File: config.mk
export PLATFORM = sky130hd
export DESIGN_NAME = dht_frame_sequencer
export DESIGN_NICKNAME = d
export VERILOG_FILES = /design/src/rtl/dht_frame_pkg.sv /design/src/rtl/uart_byte_handshake.sv /design/src/rtl/dht_frame_sequencer.sv
export SDC_FILE = /design/constraint.sdc
export NUM_CORES = 1
export LEC_CHECK = 0
export BUFFER_PORTS_ARGS = -buffer_cell sky130_fd_sc_hd__buf_4
export CAP_MARGIN = 20
export CELL_PAD_IN_SITES_DETAIL_PLACEMENT = 0
export CELL_PAD_IN_SITES_GLOBAL_PLACEMENT = 1
export CORE_MARGIN = 1.5
export CORE_UTILIZATION = 43
export CTS_BUF_LIST = sky130_fd_sc_hd__clkbuf_8
export DETAILED_ROUTE_END_ITERATION = 12
export PLACE_DENSITY = 0.83
export SLEW_MARGIN = 20
export SYNTH_ARGS = -nofsm -noshare
export SYNTH_HDL_FRONTEND = slang
export SYNTH_SLANG_ARGS = --single-unit
File: constraint.sdc
create_clock -name clk -period 3.75 [get_ports clk]
set_input_delay 0.75 -clock clk [delete_from_list [all_inputs] [get_ports clk]]
set_output_delay 0.75 -clock clk [all_outputs]
set_load 0.005 [all_outputs]
File: src/rtl/dht_frame_pkg.sv
// Shared state encodings, constants and byte-formatting helpers for the DHT frame
// sequencer and its UART byte handshake.
package dht_frame_pkg;

    localparam int CH_W = 32;
    localparam logic [7:0] SYNC_BYTE_DEFAULT = 8'hA5;

    typedef enum logic [2:0] {
        ST_IDLE  = 3'd0,
        ST_LATCH = 3'd1,
        ST_SYNC  = 3'd2,
        ST_CHAN  = 3'd3,
        ST_GAP   = 3'd4,
        ST_TRAIL = 3'd5,
        ST_DONE  = 3'd6
    } seq_state_e;

    typedef enum logic [1:0] {
        HS_IDLE    = 2'd0,
        HS_LOAD    = 2'd1,
        HS_WAIT_HI = 2'd2,
        HS_WAIT_LO = 2'd3
    } hs_state_e;

    function automatic logic [7:0] index_byte(input logic [2:0] ch);
        return {5'b00000, ch};
    endfunction

    // Byte 'pos' of a snapshot word, counted from the most significant byte.
    function automatic logic [7:0] data_byte(input logic [CH_W-1:0] w, input logic [1:0] pos);
        logic [7:0] b;
        case (pos)
            2'd0:    b = w[31:24];
            2'd1:    b = w[23:16];
            2'd2:    b = w[15:8];
            default: b = w[7:0];
        endcase
        return b;
    endfunction

endpackage

File: src/rtl/uart_byte_handshake.sv
// One-byte send handshake towards uart_tx: strobe when the transmitter is free,
// wait for busy to rise (with watchdog) and then fall, report byte_done/timeout.
module uart_byte_handshake
    import dht_frame_pkg::*;
#(
    parameter int ACK_TIMEOUT = 16
) (
    input  logic       clk,
    input  logic       reset,
    input  logic       start_i,
    input  logic [7:0] byte_i,
    input  logic       tx_busy_i,
    output logic [7:0] tx_data_o,
    output logic       tx_send_o,
    output logic       byte_done_o,
    output logic       timeout_o
);

    localparam int TW = (ACK_TIMEOUT > 1) ? $clog2(ACK_TIMEOUT) : 1;

    hs_state_e     state_q, state_d;
    logic [TW-1:0] timer_q, timer_d;
    logic [7:0]    pend_q, pend_d;
    logic [7:0]    data_q, data_d;
    logic          send_q, send_d;
    logic          busy_prev_q;
    logic          timer_exp_s;
    logic          fall_s;

    // Next-state, strobe generation and completion detection.
    always_comb begin
        state_d     = state_q;
        timer_d     = timer_q;
        pend_d      = pend_q;
        data_d      = data_q;
        send_d      = 1'b0;
        byte_done_o = 1'b0;
        timeout_o   = 1'b0;
        timer_exp_s = (timer_q == TW'(ACK_TIMEOUT - 1));
        fall_s      = busy_prev_q && !tx_busy_i;

        case (state_q)
            HS_LOAD: begin
                if (!tx_busy_i && !send_q) begin
                    send_d  = 1'b1;
                    data_d  = pend_q;
                    timer_d = '0;
                    state_d = HS_WAIT_HI;
                end else begin
                    state_d = HS_LOAD;
                end
            end
            HS_WAIT_HI: begin
                if (tx_busy_i) begin
                    state_d = HS_WAIT_LO;
                end else if (timer_exp_s) begin
                    byte_done_o = 1'b1;
                    timeout_o   = 1'b1;
                    state_d     = HS_IDLE;
                end else begin
                    timer_d = timer_q + TW'(1);
                end
            end
            HS_WAIT_LO: begin
                if (fall_s) begin
                    byte_done_o = 1'b1;
                    state_d     = HS_IDLE;
                end else begin
                    state_d = HS_WAIT_LO;
                end
            end
            default: state_d = HS_IDLE;
        endcase

        // The sequencer only requests a byte when idle or in the completion cycle,
        // so a request overrides whatever the branch above decided.
        if (start_i) begin
            pend_d = byte_i;
            if (!tx_busy_i && !send_q) begin
                send_d  = 1'b1;
                data_d  = byte_i;
                timer_d = '0;
                state_d = HS_WAIT_HI;
            end else begin
                state_d = HS_LOAD;
            end
        end else begin
            pend_d = pend_d;
        end
    end

    // Handshake state and registered UART outputs.
    always_ff @(posedge clk or posedge reset) begin
        if (reset) begin
            state_q     <= HS_IDLE;
            timer_q     <= '0;
            pend_q      <= 8'h00;
            data_q      <= 8'h00;
            send_q      <= 1'b0;
            busy_prev_q <= 1'b0;
        end else begin
            state_q     <= state_d;
            timer_q     <= timer_d;
            pend_q      <= pend_d;
            data_q      <= data_d;
            send_q      <= send_d;
            busy_prev_q <= tx_busy_i;
        end
    end

    assign tx_data_o = data_q;
    assign tx_send_o = send_q;

endmodule

File: src/rtl/dht_frame_sequencer.sv
// Snapshots NUM_CH DHT11 words and streams them as a framed byte sequence to uart_tx.
// Optional trailer: define FRAME_CHECKSUM_EN to append an XOR checksum of index and data bytes.
module dht_frame_sequencer
    import dht_frame_pkg::*;
#(
    parameter int         NUM_CH       = 2,
    parameter int         BYTES_PER_CH = 4,
    parameter int         GAP_CYCLES   = 2,
    parameter int         CONTINUOUS   = 0,
    parameter logic [7:0] SYNC_BYTE    = SYNC_BYTE_DEFAULT,
    parameter int         ACK_TIMEOUT  = 16
) (
    input  logic                     clk,
    input  logic                     reset,
    input  logic [NUM_CH-1:0]        ch_valid,
    input  logic [NUM_CH*CH_W-1:0]   ch_data,
    input  logic                     tx_busy,
    output logic [7:0]               tx_data,
    output logic                     tx_send,
    output logic                     frame_active,
    output logic [7:0]               frame_count,
    output logic                     ack_err,
    output logic [2:0]               debug_state
);

    seq_state_e      state_q, state_d;
    logic [CH_W-1:0] snap_q [NUM_CH];
    logic [2:0]      ch_q, ch_d;
    logic [2:0]      byte_q, byte_d;
    logic [15:0]     gap_q, gap_d;
    logic [7:0]      csum_q, csum_d;
    logic [7:0]      frame_count_q, frame_count_d;
    logic            frame_active_q, frame_active_d;
    logic            ack_err_q, ack_err_d;
    logic            arm_q, arm_d;

    logic            all_valid_s;
    logic            latch_s;
    logic            start_s;
    logic [7:0]      byte_s;
    logic [CH_W-1:0] word_s;
    logic            hs_done_s;
    logic            hs_timeout_s;

    assign all_valid_s = &ch_valid;

    uart_byte_handshake #(
        .ACK_TIMEOUT (ACK_TIMEOUT)
    ) u_hs (
        .clk         (clk),
        .reset       (reset),
        .start_i     (start_s),
        .byte_i      (byte_s),
        .tx_busy_i   (tx_busy),
        .tx_data_o   (tx_data),
        .tx_send_o   (tx_send),
        .byte_done_o (hs_done_s),
        .timeout_o   (hs_timeout_s)
    );

    // Frame sequencing: each state issues the next byte in the cycle its previous byte completes.
    always_comb begin
        state_d        = state_q;
        ch_d           = ch_q;
        byte_d         = byte_q;
        gap_d          = gap_q;
        csum_d         = csum_q;
        frame_count_d  = frame_count_q;
        frame_active_d = frame_active_q;
        arm_d          = arm_q;
        ack_err_d      = ack_err_q | hs_timeout_s;
        latch_s        = 1'b0;
        start_s        = 1'b0;
        byte_s         = 8'h00;
        word_s         = '0;
        for (int k = 0; k < NUM_CH; k++) begin
            if (ch_q == 3'(k)) begin
                word_s = snap_q[k];
            end else begin
                word_s = word_s;
            end
        end

        case (state_q)
            ST_IDLE: begin
                // arm_q blocks a retransmit until some channel has dropped valid.
                if (all_valid_s && arm_q) begin
                    latch_s        = 1'b1;
                    arm_d          = 1'b0;
                    ch_d           = 3'd0;
                    byte_d         = 3'd0;
                    frame_active_d = 1'b1;
                    state_d        = ST_LATCH;
                end else if (!all_valid_s) begin
                    arm_d = 1'b1;
                end else begin
                    arm_d = arm_q;
                end
            end
            ST_LATCH: begin
                start_s = 1'b1;
                byte_s  = SYNC_BYTE;
                csum_d  = 8'h00;
                state_d = ST_SYNC;
            end
            ST_SYNC: begin
                if (hs_done_s) begin
                    start_s = 1'b1;
                    byte_s  = index_byte(ch_q);
                    csum_d  = csum_q ^ byte_s;
                    state_d = ST_CHAN;
                end else begin
                    state_d = ST_SYNC;
                end
            end
            ST_CHAN: begin
                if (!hs_done_s) begin
                    state_d = ST_CHAN;
                end else if (byte_q != 3'(BYTES_PER_CH)) begin
                    start_s = 1'b1;
                    byte_s  = data_byte(word_s, byte_q[1:0]);
                    csum_d  = csum_q ^ byte_s;
                    byte_d  = byte_q + 3'd1;
                end else if (ch_q != 3'(NUM_CH - 1)) begin
                    gap_d   = 16'd0;
                    state_d = ST_GAP;
                end else begin
`ifdef FRAME_CHECKSUM_EN
                    start_s = 1'b1;
                    byte_s  = csum_q;
                    state_d = ST_TRAIL;
`else
                    frame_count_d  = frame_count_q + 8'd1;
                    frame_active_d = 1'b0;
                    state_d        = ST_DONE;
`endif
                end
            end
            ST_GAP: begin
                // Index byte is requested in the last gap clock so it strobes right after.
                if (gap_q == 16'(GAP_CYCLES - 1)) begin
                    ch_d    = ch_q + 3'd1;
                    byte_d  = 3'd0;
                    start_s = 1'b1;
                    byte_s  = index_byte(ch_q + 3'd1);
                    csum_d  = csum_q ^ byte_s;
                    state_d = ST_CHAN;
                end else begin
                    gap_d = gap_q + 16'd1;
                end
            end
`ifdef FRAME_CHECKSUM_EN
            ST_TRAIL: begin
                if (hs_done_s) begin
                    frame_count_d  = frame_count_q + 8'd1;
                    frame_active_d = 1'b0;
                    state_d        = ST_DONE;
                end else begin
                    state_d = ST_TRAIL;
                end
            end
`endif
            ST_DONE: begin
                if (CONTINUOUS != 0) begin
                    state_d = ST_IDLE;
                end else begin
                    state_d = ST_DONE;
                end
            end
            default: state_d = ST_IDLE;
        endcase
    end

    // Sequencer registers and snapshot capture.
    always_ff @(posedge clk or posedge reset) begin
        if (reset) begin
            state_q        <= ST_IDLE;
            ch_q           <= 3'd0;
            byte_q         <= 3'd0;
            gap_q          <= 16'd0;
            csum_q         <= 8'h00;
            frame_count_q  <= 8'h00;
            frame_active_q <= 1'b0;
            ack_err_q      <= 1'b0;
            arm_q          <= 1'b1;
            for (int k = 0; k < NUM_CH; k++) begin
                snap_q[k] <= '0;
            end
        end else begin
            state_q        <= state_d;
            ch_q           <= ch_d;
            byte_q         <= byte_d;
            gap_q          <= gap_d;
            csum_q         <= csum_d;
            frame_count_q  <= frame_count_d;
            frame_active_q <= frame_active_d;
            ack_err_q      <= ack_err_d;
            arm_q          <= arm_d;
            if (latch_s) begin
                for (int k = 0; k < NUM_CH; k++) begin
                    snap_q[k] <= ch_data[k*CH_W +: CH_W];
                end
            end
        end
    end

    assign frame_active = frame_active_q;
    assign frame_count  = frame_count_q;
    assign ack_err      = ack_err_q;
    assign debug_state  = state_q;

endmodule

==> impl_summary.md, run 1 <==
Timing
Timing would allow up to 346 MHz. The final hold violation count is 0. Setup repair after global routing left no endpoint under its margin. The headroom to the max-slew limit is 0.416.

On the final layout, the worst hold slack is 0.472 ns. The final critical path time including I/O delays and setup is 2.89 ns. Across the routed clock network, the largest skew measured is 0.0152 ns. The transition at the pin with the smallest max-transition slack is 0.876 ns.

The period utilization is 0.772. The final-report setup violation count is 0. The number of pins exceeding their max-slew limit in the final report was 0.

The final worst slack is 0.857 ns. In the final timing run, aggregate negative setup slack is 0 ns.

Yosys
The share of synthesized registers carrying an async set or reset is 1.00. By count the netlist is led by dfrtp_1, mux2_2, nand2_1, nor2_1, o21ai_0. The number of nets handed over by synthesis was 636. The cell count after synthesis is 552. The number of distinct library cells after synthesis is 65. The sequential cell area fraction in the yosys report is 0.497. Sorting the synthesized cells by area gives the leading types as dfrtp_1, mux2_2, ha_1. The number of synthesized register bits is 124. The share of synthesized area in the top cell type comes to 0.493. The number of warnings printed during yosys synthesis is 0.

The mean area per synthesized cell is 11.3 um^2. The cell area that synthesis handed to floorplanning was 6240 um^2. The cell accounting for the most synthesized area is dfrtp_1.

The count of flip-flops with a built-in enable after synthesis is 0. The top flip-flop cell by instance count after synthesis is dfrtp_1. Among all cell types in the netlist, the one instantiated most often is dfrtp_1.

Final layout
From synthesis to final layout, the design area changed by 20.8%. The repair_antennas step left the layout with diodes totalling 0. At the end of the flow, the number of nets in the layout was 721. Of the cells placed in the final design, the portion with a size suffix greater than 1 is 0.325. The count of non-filler cells in the finished layout is 830. The layout has 1229 filler cells.

Route
The total number of vias is 4589. The detailed router finished its first iteration with 270 violations. The average wire length per cell after detail routing is 17.6 um. After detailed routing, the number of vias per cell comes to 5.53. The number of detailed-routing iterations run before antenna repair is 5. The routed wire length is 14.6 mm. The final antenna-violating net count is 0. The number of DRC violations after detailed routing is 0.

Clocking
CTS saw 124 sinks. The number of clock buffers added by TritonCTS is 17. The H-tree was split into 4 levels. The number of gates resized after CTS was 0.

The maximum clock insertion buffer count is 2. The hold-fix buffer count after cts is 0. The TritonCTS clock tree is done. The clock latency on the worst-skew pair is 0.45 ns. The library cell used as clock root buffer is clkbuf_8. The number of setup buffers added after CTS is 0.

The post-CTS clock slew at the launch and capture registers of the worst setup and hold paths is 0.08 ns.

Status
The flow ran to the end, and the final reports show no timing, DRC or antenna violations.

Global route
The number of global-route vias before repair is 4722. Entering global routing, the biggest net connects 125 pins. The overall global routing resource usage is 0.209.

The first global-routing pass estimated 23.9 mm of wire. The total overflow reported by the global router is 0. The number of antenna violations at the first check in global routing is 0.

Setup path
The worst-case register-to-register setup slack is 0.86 ns. On the critical path the largest part of the delay comes from simple AND/OR/NAND/NOR gates. The signal on the critical path passes through inv_1 -> ha_1 -> nor2b_1 -> nor3_2 -> a21oi_2 -> nor4b_1 -> xnor2_1 -> nor2_1. STA puts the critical path data required time at 4.07 ns.

In this run the critical register-to-register path is captured at gap_q[7]. The worst flop-to-flop path startpoint is ch_q[1]. The critical path is of the reg -> reg type.

The largest individual stage delay along the critical path comes from the cell a21oi_2. The type of element launching the critical path is a flip-flop. The category of the worst setup path capture point is a flip-flop.

Together, buffers and inverters on the worst path number 1. The worst register-to-register path has a depth of 8. Data on the critical path arrives at its endpoint at 3.21 ns.

On the worst path, the slowest cell contributes a delay of 0.66 ns. In this run the worst path has a maximum fanout of 16.

Pwr
The leakage power summed over all cells is 3.61 nW. The worst voltage drop across the vdd grid is 0.374 mV. The power per standard cell area is 382 nW/um^2. The total power is 2.88 mW.

Placed design
The final RePlAce weighted congestion is 0.972. Buffers placed on the I/O ports in this run total 90. The detailed placement HPWL is 10.6 mm. Prior to clock tree synthesis, the placed netlist has a worst setup slack of 0.923 ns. In this run, placement finished with an instance count of 798.

Die
The floorplan row count is 43. The floorplan die width is 123 um. The height of the chip is 123 um. The number of top-level design ports is 91.

The initial utilization of the core area, before any placement, comes to 0.445. The full die area is 15300 um^2. The total core area is 14000 um^2.

Hold path
The tightest min-delay check is of the in -> async type.

Flow run
The tool flagged a number of max-cap violations equal to 0.
[per-layer routing]
metal	global-route usage	routed length (um)	up-vias
met3	0.0650	751	22
li1	-	-	2186
met2	0.338	7110	114
met5	0	0	-
met4	0.0690	239	0
met1	0.267	6470	2267
[layout make-up]
cell class	instances	area [um^2]	share of cell area
Sequential cell	124	3100	0.412
Multi-Input combinational cell	379	2920	0.388
Timing Repair Buffer	94	718	0.0952
Clock buffer	18	248	0.0329
Clock inverter	14	240	0.0319
Tap cell	180	225	0.0299
Inverter	21	82.6	0.0110
[tightest hold or removal path, delay by kind of cell]
family / cells / cell delay, ns
buffers and inverters: 3 / 0.64
[metrics by stage]
| stage | utilization | cell area [um^2] |
|---|---|---|
| floorplan | - | 6250 |
| finish | 0.537 | 7540 |
| CTS | 0.537 | 7540 |
| global placement | 0.502 | 7050 |
| detailed placement | 0.502 | 7050 |
| global route | 0.537 | 7540 |
[cell usage in the layout (no fill, tap or decap), types with 3 or more instances in the layout]
| cell | instances |
|---|---|
| a21o_1 | 5 |
| a21oi_1 | 11 |
| a221o_1 | 4 |
| a221oi_1 | 3 |
| a22o_1 | 6 |
| a22oi_1 | 24 |
| a31oi_1 | 5 |
| and2_1 | 3 |
| and3_1 | 5 |
| buf_4 | 93 |
| bufinv_16 | 6 |
| clkbuf_8 | 18 |
| clkinv_4 | 3 |
| dfrtp_1 | 123 |
| ha_1 | 15 |
| inv_1 | 21 |
| mux2_2 | 65 |
| mux2i_1 | 15 |
| nand2_1 | 37 |
| nand2b_1 | 4 |
| nand3_1 | 11 |
| nand4_1 | 6 |
| nor2_1 | 34 |
| nor2b_1 | 6 |
| nor3_1 | 4 |
| nor3b_1 | 4 |
| nor4_1 | 5 |
| nor4_2 | 6 |
| nor4b_1 | 3 |
| o21ai_0 | 28 |
| o22ai_1 | 8 |
| o311ai_0 | 3 |
| xnor2_1 | 20 |
[report_power, final]
part | internal (mW) | switching [mW] | total (mW)
clock network | 0.879 | 0.555 | 1.43
registers | 1.34 | 0.00407 | 1.35
logic | 0.0560 | 0.0470 | 0.103
[cells by family after synthesis]
kind of cell    after synthesis  share of synthesized area
simple gates                146                      0.134
mux                          80                      0.141
buf+inv                      49                     0.0359
fa+ha+maj                    15                     0.0301
compound gates              116                      0.131
xor+xnor                     22                     0.0309
flops                       124                      0.497
[how the worst max path moves through the flow]
| stage | from | endpoint | cells past startpoint |
|---|---|---|---|
| final | ch_q[1] | gap_q[7] | 8 |
| after global routing | ch_q[1] | gap_q[7] | 8 |
| after CTS | ch_q[1] | gap_q[4] | 8 |
| after detailed placement | ch_q[1] | gap_q[4] | 8 |
| after global placement | ch_q[1] | gap_q[15] | 8 |
| after floorplan | reset | ack_err | 1 |
[state kept, by name (all words and copies together), names as in the netlist, 2 cells and up]
register and count:
gap_q 16, u_hs.tx_data_o 8, ch_q 3, debug_state 3
u_hs.state_q 2, byte_q 3, snap_q 64, frame_count 8
u_hs.pend_q 8, u_hs.timer_q 4
Power figures use the tool's default switching activity.
==> run 2: changes to the inputs <==
--- a/config.mk
+++ b/config.mk
@@ -5,12 +5,13 @@
 export SDC_FILE = /design/constraint.sdc
 export NUM_CORES = 1
 export LEC_CHECK = 0
+export ABC_AREA = 1
 export BUFFER_PORTS_ARGS = -buffer_cell sky130_fd_sc_hd__buf_4
 export CAP_MARGIN = 20
 export CELL_PAD_IN_SITES_DETAIL_PLACEMENT = 0
 export CELL_PAD_IN_SITES_GLOBAL_PLACEMENT = 1
 export CORE_MARGIN = 1.5
-export CORE_UTILIZATION = 43
+export CORE_UTILIZATION = 40
 export CTS_BUF_LIST = sky130_fd_sc_hd__clkbuf_8
 export DETAILED_ROUTE_END_ITERATION = 12
 export PLACE_DENSITY = 0.83
==> constraint.sdc (replaced) <==
create_clock -name clk -period 2.42 [get_ports clk]
set_input_delay 0.484 -clock clk [delete_from_list [all_inputs] [get_ports clk]]
set_output_delay 0.484 -clock clk [all_outputs]
set_load 0.005 [all_outputs]
==> run 2 against run 1 <==
- count of clock-buffer cells in the layout did not move
- cell area rose by 4.5%
- largest power group is now sequential cells
- clock skew fell by 0.0021 ns
- clock power rose by 35%
- die area rose by 12%
- hold slack got worse by 0.28 ns
- power rose to 2.5 times the previous value
- maximum frequency rose by 38%
- routed wire length rose by 9.5%
- via count rose by 23%
- synthesized cell count rose by 54%
- critical endpoint is now frame_count[6]
==> impl_summary.md, run 2 <==
Status
Outcome: finished clean (unchanged).

Die
The floorplan die width was 131 um (was 123 um). The full die area is 17100 um^2 (was 15300 um^2). The number of top-level design ports is 91 (unchanged).

The height of the chip came to 131 um (was 123 um). The starting density of the core is 0.410 (was 0.445). The total core area came to 15900 um^2 (was 14000 um^2). The floorplan row count is 46 (was 43).

Placed design
The detailed placement HPWL was 11.6 mm (was 10.6 mm). The count of buffers from port buffering was 90 (unchanged). The final RePlAce weighted congestion is 0.841 (was 0.972).

Yosys
The sequential cell area fraction in the yosys report came to 0.474 (was 0.497). The netlist area before placement is 6540 um^2 (was 6240 um^2). The number of warnings printed during yosys synthesis is 0 (unchanged). The count of flip-flops with a built-in enable after synthesis is 0 (unchanged). The cell count after synthesis is 851 (was 552).

The number of synthesized register bits is 124 (unchanged). The mean area per synthesized cell is 7.69 um^2 (was 11.3 um^2). The top flip-flop cell by instance count after synthesis is dfrtp_1 (unchanged). The net count after synthesis is 935 (was 636). The most numerous cell in the Yosys netlist is nand2_1 (was dfrtp_1). Cell types with the highest counts after synthesis: nand2_1, dfrtp_1, inv_1, o21ai_0, nor2_1 (was dfrtp_1, mux2_2, nand2_1, nor2_1, o21ai_0).

Largest cells by area after synthesis: dfrtp_1, nand2_1, o21ai_0 (was dfrtp_1, mux2_2, ha_1). The top-area cell type share of the netlist area is 0.470 (was 0.493). The share of synthesized registers carrying an async set or reset came to 1.00 (unchanged). The cell accounting for the most synthesized area is dfrtp_1 (unchanged). The number of distinct library cells after synthesis is 42 (was 65).

Final layout
Biggest registers after layout: snap_q (64), gap_q (16) (unchanged). The total number of nets in the final design is 1030 (was 721). The total area of multi-input combinational cells is 2980 um^2 (was 2920 um^2). The top register by number of flip-flops is snap_q (unchanged). The combined flip-flop and latch cell area is 3100 um^2 (unchanged).

The share of cells above drive strength 1 is 0.176 (was 0.325). Commonest cells after routing, fill and taps aside: nand2_1, dfrtp_1, buf_4 (was dfrtp_1, buf_4, mux2_2). The count of inserted antenna diode cells is 0 (unchanged).

The commonest non-fill, non-tap cell in the layout is nand2_1 (was dfrtp_1). The share of the core filled with cells is 0.494 (was 0.537). The number of filler cells placed in the layout is 1631 (was 1229).

The number of flip-flops under the largest register name is 64 (unchanged). The post-synthesis to final-layout area growth is 20.4% (was 20.8%).

Timing
The final hold violation count was 0 (unchanged). The final-report setup violation count is 0 (unchanged). The final sum of negative setup slack is 0 ns (unchanged). The transition at the pin with the smallest max-transition slack is 0.698 ns (was 0.876 ns). RSZ-0062 raised after global routing: false (unchanged). The number of pins exceeding their max-slew limit in the final report is 0 (unchanged). The headroom to the max-slew limit is 0.534 (was 0.416). The final critical path time including I/O delays and setup was 2.09 ns (was 2.89 ns). The top achievable clock speed is 478 MHz (was 346 MHz). The period utilization is 0.864 (was 0.772).

The worst setup skew after layout is 0.0131 ns (was 0.0152 ns).

Route
The iteration-0 DRC count of the detailed router was 407 (was 270). The average wire length per cell after detail routing is 13.6 um (was 17.6 um). The number of DRC violations after detailed routing came to 0 (unchanged). The final antenna-violating net count came to 0 (unchanged). The routed wire length is 16.0 mm (was 14.6 mm). The via-per-instance ratio came to 4.81 (was 5.53). The number of detailed-routing iterations run before antenna repair is 5 (unchanged). The total number of vias came to 5654 (was 4589).

Clocking
The maximum clock insertion buffer count is 2 (unchanged). The clock latency on the worst-skew pair came to 0.45 ns (about the same). The post-CTS clock slew at the launch and capture registers of the worst setup and hold paths is 0.07 ns (was 0.08 ns).

The CTS H-tree depth is 4 (unchanged). The number of sinks driven by the clock tree came to 124 (unchanged). The number of buffers inserted to repair setup after CTS is 0 (unchanged). The TritonCTS clock tree is done (unchanged).

The total clock buffers created by CTS is 17 (unchanged). The library cell used as clock root buffer is clkbuf_8 (unchanged).

Global route
The number of antenna violations at the first check in global routing is 0 (unchanged). The overall global routing resource usage came to 0.205 (was 0.209). The total overflow reported by the global router was 0 (unchanged). The number of global-route vias before repair is 5366 (was 4722).

The global-route wire length before repair is 26.9 mm (was 23.9 mm). The maximum number of pins on one net before global-route repair is 57 (was 125).

Setup path
The category of the worst setup path capture point is a flip-flop (unchanged). The top cell family by delay on the critical path is simple AND/OR/NAND/NOR gates (unchanged). Worst path cell trace: inv_1 -> ha_1 -> nand2_1 -> inv_1 -> nand4_4 -> nor2_1 -> nand2_1 -> nand2_1 -> nand2_1 (was inv_1 -> ha_1 -> nor2b_1 -> nor3_2 -> a21oi_2 -> nor4b_1 -> xnor2_1 -> nor2_1).

The type of element launching the critical path is a flip-flop (unchanged). The standard cell with the maximum stage delay on the critical path is dfrtp_1 (was a21oi_2). The critical path start-end classification was reg -> reg (unchanged). The maximum net fanout on the critical path was 14 (was 16). The maximum cell stage delay along the critical path was 0.41 ns (was 0.66 ns). The required time of the worst setup path came to 2.76 ns (was 4.07 ns). The library cell appearing most often on the critical path is nand2_1. The count of buffer and inverter cells on the critical path came to 2 (was 1).

The data arrival at the endpoint of the critical path is 2.43 ns (was 3.21 ns).

Flow run
The number of maximum-capacitance violations is 0 (unchanged).

Pwr
The power per standard cell area came to 922 nW/um^2 (was 382 nW/um^2). The leakage power summed over all cells is 4.10 nW (was 3.61 nW). The worst voltage drop across the vdd grid is 0.497 mV (was 0.374 mV).

The total power came to 7.26 mW (was 2.88 mW).

Hold path
The worst hold-check path type is in -> reg (was in -> async).
==> run 2: cell count changes in the layout (fill, tap and decap cells not counted), sizes merged, moves of 19 or more <==
cell | before | now
nand2 | 38 | 343
inv | 23 | 84
mux2 | 65 | 7
o21ai | 29 | 66
nand3 | 11 | 38
nor2 | 36 | 62
a22oi | 24 | 0
xnor2 | 20 | 1
==> run 2: worst reg2reg max path, delay by kind of cell (launching register included) <==
family,cells,cell delay (ns)
and+or+nand+nor,6,0.87
DFF,1,0.41
buffers and inverters,2,0.51
adders and majority gates,1,0.20
==> run 2: per-stage QoR <==
| stage | instance area [um^2] | hold slack [ns] | instances | worst slack (ns) |
|---|---|---|---|---|
| after global placement | 7450 | 0.446 | 1142 | 0.384 |
| after CTS | 7880 | 0.162 | 1175 | 0.338 |
| after floorplan | 6550 | 0.442 | 851 | 0.412 |
| after detailed placement | 7450 | 0.455 | 1142 | 0.376 |
| after global routing | 7880 | 0.156 | 1175 | 0.139 |
| final | 7880 | 0.192 | 1175 | 0.329 |
==> run 2: layout make-up <==
type,instances,area share
Clock inverter,14,0.0214
Clock buffer,18,0.0314
Sequential cell,124,0.394
Multi-Input combinational cell,619,0.378
Timing Repair Buffer,102,0.101
Tap cell,216,0.0343
Inverter,82,0.0399
==> run 2: what timing repair did <==
| item | 4_1_cts | 5_1_grt |
|---|---|---|
| resized for setup | 0 | 0 |
| hold endpoints to repair | 11 | 0 |
| hold buffers | 1 | 0 |
| endpoints found under the setup margin | 0 | 0 |
==> run 2: metal layers <==
metal  vias up  track usage  share of wire
met2       110        0.317           0.46
met4         0       0.0653          0.013
met3        17       0.0505          0.039
met5         -            0              0
met1      2637        0.284           0.48
li1       2890            -              -
==> run 2: final timing paths <==
kind | from | endpoint | slack (ns) | cells after the start
min reg2reg | ack_err | ack_err | 0.47 | 2
min in group asynchronous | reset | snap_q[16] | 0.56 | 3
max | ch_q[1] | frame_count[6] | 0.33 | 9
max in group asynchronous | reset | u_hs.tx_data_o[3] | 1.23 | 4
min | tx_busy | u_hs.busy_prev_q | 0.19 | 1
max reg2reg | ch_q[1] | frame_count[6] | 0.33 | 9
==> run 2: where the power goes <==
group	total, mW	leakage, nW	internal, mW	switching [mW]
clock	1.93	0.203	1.05	0.882
combinational	2.27	2.38	0.849	1.43
sequential	3.06	1.51	2.72	0.340
total	7.26	4.10	4.62	2.65
==> run 2: kinds of logic (layout without fill, tap and decap cells) <==
kind of cell,count (synthesis),count (layout),synth area share
AOI/OAI and AO/OA,106,106,0.0880
xor gates and xnor gates,15,15,0.0201
adders and majority gates,15,15,0.0287
buffers and inverters,108,216,0.0704
DFF,124,124,0.474
muxes,7,7,0.0120
and+or+nand+nor,476,476,0.306
==> run 3: changes to the inputs <==
--- a/config.mk
+++ b/config.mk
@@ -8,10 +8,8 @@
 export ABC_AREA = 1
 export BUFFER_PORTS_ARGS = -buffer_cell sky130_fd_sc_hd__buf_4
 export CAP_MARGIN = 20
-export CELL_PAD_IN_SITES_DETAIL_PLACEMENT = 0
-export CELL_PAD_IN_SITES_GLOBAL_PLACEMENT = 1
 export CORE_MARGIN = 1.5
-export CORE_UTILIZATION = 40
+export CORE_UTILIZATION = 54
 export CTS_BUF_LIST = sky130_fd_sc_hd__clkbuf_8
 export DETAILED_ROUTE_END_ITERATION = 12
 export PLACE_DENSITY = 0.83
==> run 3 against run 2 <==
- register-to-register slack about the same
- cell area decreased by 0.37%
- critical path type unchanged
- maximum frequency increased by 0.55%
- highest routed layer unchanged
- largest power group unchanged
- critical endpoint is now frame_count[4]
- non-clock buffer count decreased by 3
- critical path depth unchanged
- sequential power increased by 2%
- die area decreased by 25%
- global-route usage increased by 6.0 points
- routed wire length decreased by 3.3%
- power increased by 5.6%
==> impl_summary.md, run 3 (synthesis gave the netlist of run 2 again) <==
Setup path
The beginning of the critical path is ch_q[1] (unchanged). The category of the worst setup path capture point was a flip-flop (unchanged). The data arrival at the endpoint of the critical path came to 2.41 ns (was 2.43 ns). The worst flop-to-flop path startpoint is ch_q[1] (unchanged). The required time of the worst setup path is 2.75 ns (was 2.76 ns). The critical path start-end classification is reg -> reg (unchanged). The maximum net fanout on the critical path came to 14 (unchanged). The type of element launching the critical path is a flip-flop (unchanged).

Timing
RSZ-0062 raised after global routing: false (unchanged). The top achievable clock speed came to 481 MHz (was 478 MHz). The transition at the pin with the smallest max-transition slack is 0.719 ns (was 0.698 ns). The final hold violation count was 0 (unchanged). The final-report setup violation count came to 0 (unchanged).

The headroom to the max-slew limit is 0.520 (was 0.534). The final critical path time including I/O delays and setup was 2.08 ns (was 2.09 ns). The worst setup skew after layout is 0.0130 ns (was 0.0131 ns). The period utilization is 0.859 (was 0.864). The final sum of negative setup slack is 0 ns (unchanged).

The number of pins exceeding their max-slew limit in the final report is 0 (unchanged).

Final layout
The top register by number of flip-flops was snap_q (unchanged). Commonest cells after routing, fill and taps aside: nand2_1, dfrtp_1, buf_4 (unchanged). The total area of multi-input combinational cells was 2980 um^2 (unchanged). The total number of nets in the final design is 1027 (was 1030). The count of inserted antenna diode cells is 0 (unchanged). Biggest registers after layout: snap_q (64), gap_q (16) (unchanged).

The commonest non-fill, non-tap cell in the layout is nand2_1 (unchanged). The share of the core filled with cells is 0.659 (was 0.494). The share of cells above drive strength 1 is 0.176 (about the same). The number of flip-flops under the largest register name is 64 (unchanged).

The combined flip-flop and latch cell area came to 3100 um^2 (unchanged). The number of filler cells placed in the layout is 1024 (was 1631). The post-synthesis to final-layout area growth is 19.9% (was 20.4%).

Global route
The number of global-route vias before repair came to 5759 (was 5366). The overall global routing resource usage is 0.265 (was 0.205). The global-route wire length before repair is 26.7 mm (was 26.9 mm). The total overflow reported by the global router came to 0 (unchanged). The maximum number of pins on one net before global-route repair came to 81 (was 57). The number of antenna violations at the first check in global routing is 0 (unchanged).

Die
The floorplan row count is 40 (was 46). The starting density of the core is 0.549 (was 0.410). The full die area was 12800 um^2 (was 17100 um^2). The number of top-level design ports was 91 (unchanged).

The height of the chip is 113 um (was 131 um). The total core area was 11900 um^2 (was 15900 um^2). The floorplan die width was 113 um (was 131 um).

Pwr
The leakage power summed over all cells is 4.12 nW (was 4.10 nW). The total power is 7.67 mW (was 7.26 mW). The worst voltage drop across the vdd grid came to 0.728 mV (was 0.497 mV). The power per standard cell area was 977 nW/um^2 (was 922 nW/um^2).

Clocking
The library cell used as clock root buffer is clkbuf_8 (unchanged). The CTS H-tree depth is 4 (unchanged). The hold-fix buffer count after cts was 0 (was 1). The maximum clock insertion buffer count is 2 (unchanged). The total clock buffers created by CTS came to 17 (unchanged). The number of gates given a new drive strength after cts is 0 (unchanged). The post-CTS clock slew at the launch and capture registers of the worst setup and hold paths is 0.07 ns (about the same). The clock latency on the worst-skew pair came to 0.44 ns (was 0.45 ns).

The TritonCTS clock tree was done (unchanged). The number of buffers inserted to repair setup after CTS is 0 (unchanged). The number of sinks driven by the clock tree was 124 (unchanged).

Route
The via-per-instance ratio is 5.25 (was 4.81). The number of detailed-routing iterations run before antenna repair is 5 (unchanged). The number of DRC violations after detailed routing is 0 (unchanged). The average wire length per cell after detail routing came to 14.0 um (was 13.6 um).

The routed wire length is 15.4 mm (was 16.0 mm). The total number of vias is 5796 (was 5654). The iteration-0 DRC count of the detailed router is 480 (was 407).

The final antenna-violating net count was 0 (unchanged).

Status
Outcome: finished clean (unchanged).

Placed design
The count of buffers from port buffering is 90 (unchanged). The detailed placement HPWL is 11.1 mm (was 11.6 mm). The final RePlAce weighted congestion is 0.877 (was 0.841).

Hold path
The worst hold-check path type is in -> async (was in -> reg).

Flow run
The number of maximum-capacitance violations was 0 (unchanged).
[run 3: layout make-up]
cell class                 count  share of cell area
clock buffer                  18              0.0316
clock inverter                14              0.0336
inverter                      82              0.0400
multi-input combinational    619               0.380
sequential                   124               0.396
tap                          147              0.0234
timing repair buffer          99              0.0963
[run 3: per-layer routing]
| layer | part of all wire | vias up | GRT usage |
|---|---|---|---|
| met2 | 0.48 | 201 | 0.436 |
| met5 | 0 | - | 0 |
| li1 | - | 2871 | - |
| met1 | 0.44 | 2697 | 0.344 |
| met3 | 0.058 | 27 | 0.0627 |
| met4 | 0.020 | 0 | 0.0975 |
[run 3: critical path, cell delays in order (launching register included)]
cell and delay (ns):
dfrtp_1 0.41, inv_1 0.10, ha_1 0.20, nand2_1 0.08
inv_1 0.39, nand4_4 0.24, nor2_1 0.32, nand2_1 0.10
nand2_1 0.08, nand2_1 0.05
[run 3: worst paths after layout]
path	slack (ns)	to	depth (start not counted)
worst max-delay path	0.34	frame_count[4]	9
worst min-delay path	0.15	snap_q[63]	3
worst max register to register	0.34	frame_count[4]	9
worst min register to register	0.48	snap_q[20]	2
max in group asynchronous	1.79	snap_q[11]	3
min in group clk	0.20	u_hs.busy_prev_q	1
[run 3: report_power, final]
part           switching [mW]  internal [mW]
combinational            1.40          0.845
sequential              0.382           2.72
clock                   0.850           1.47
total                    2.64           5.04
[run 3: per-stage QoR]
| step | hold WS, ns | setup slack [ns] | std cells | area, um^2 |
|---|---|---|---|---|
| floorplan | 0.442 | 0.412 | 851 | 6550 |
| global placement | 0.450 | 0.429 | 1071 | 7340 |
| detailed placement | 0.459 | 0.384 | 1071 | 7340 |
| CTS | 0.163 | 0.342 | 1103 | 7850 |
| global route | 0.174 | 0.156 | 1103 | 7850 |
| finish | 0.155 | 0.340 | 1103 | 7850 |
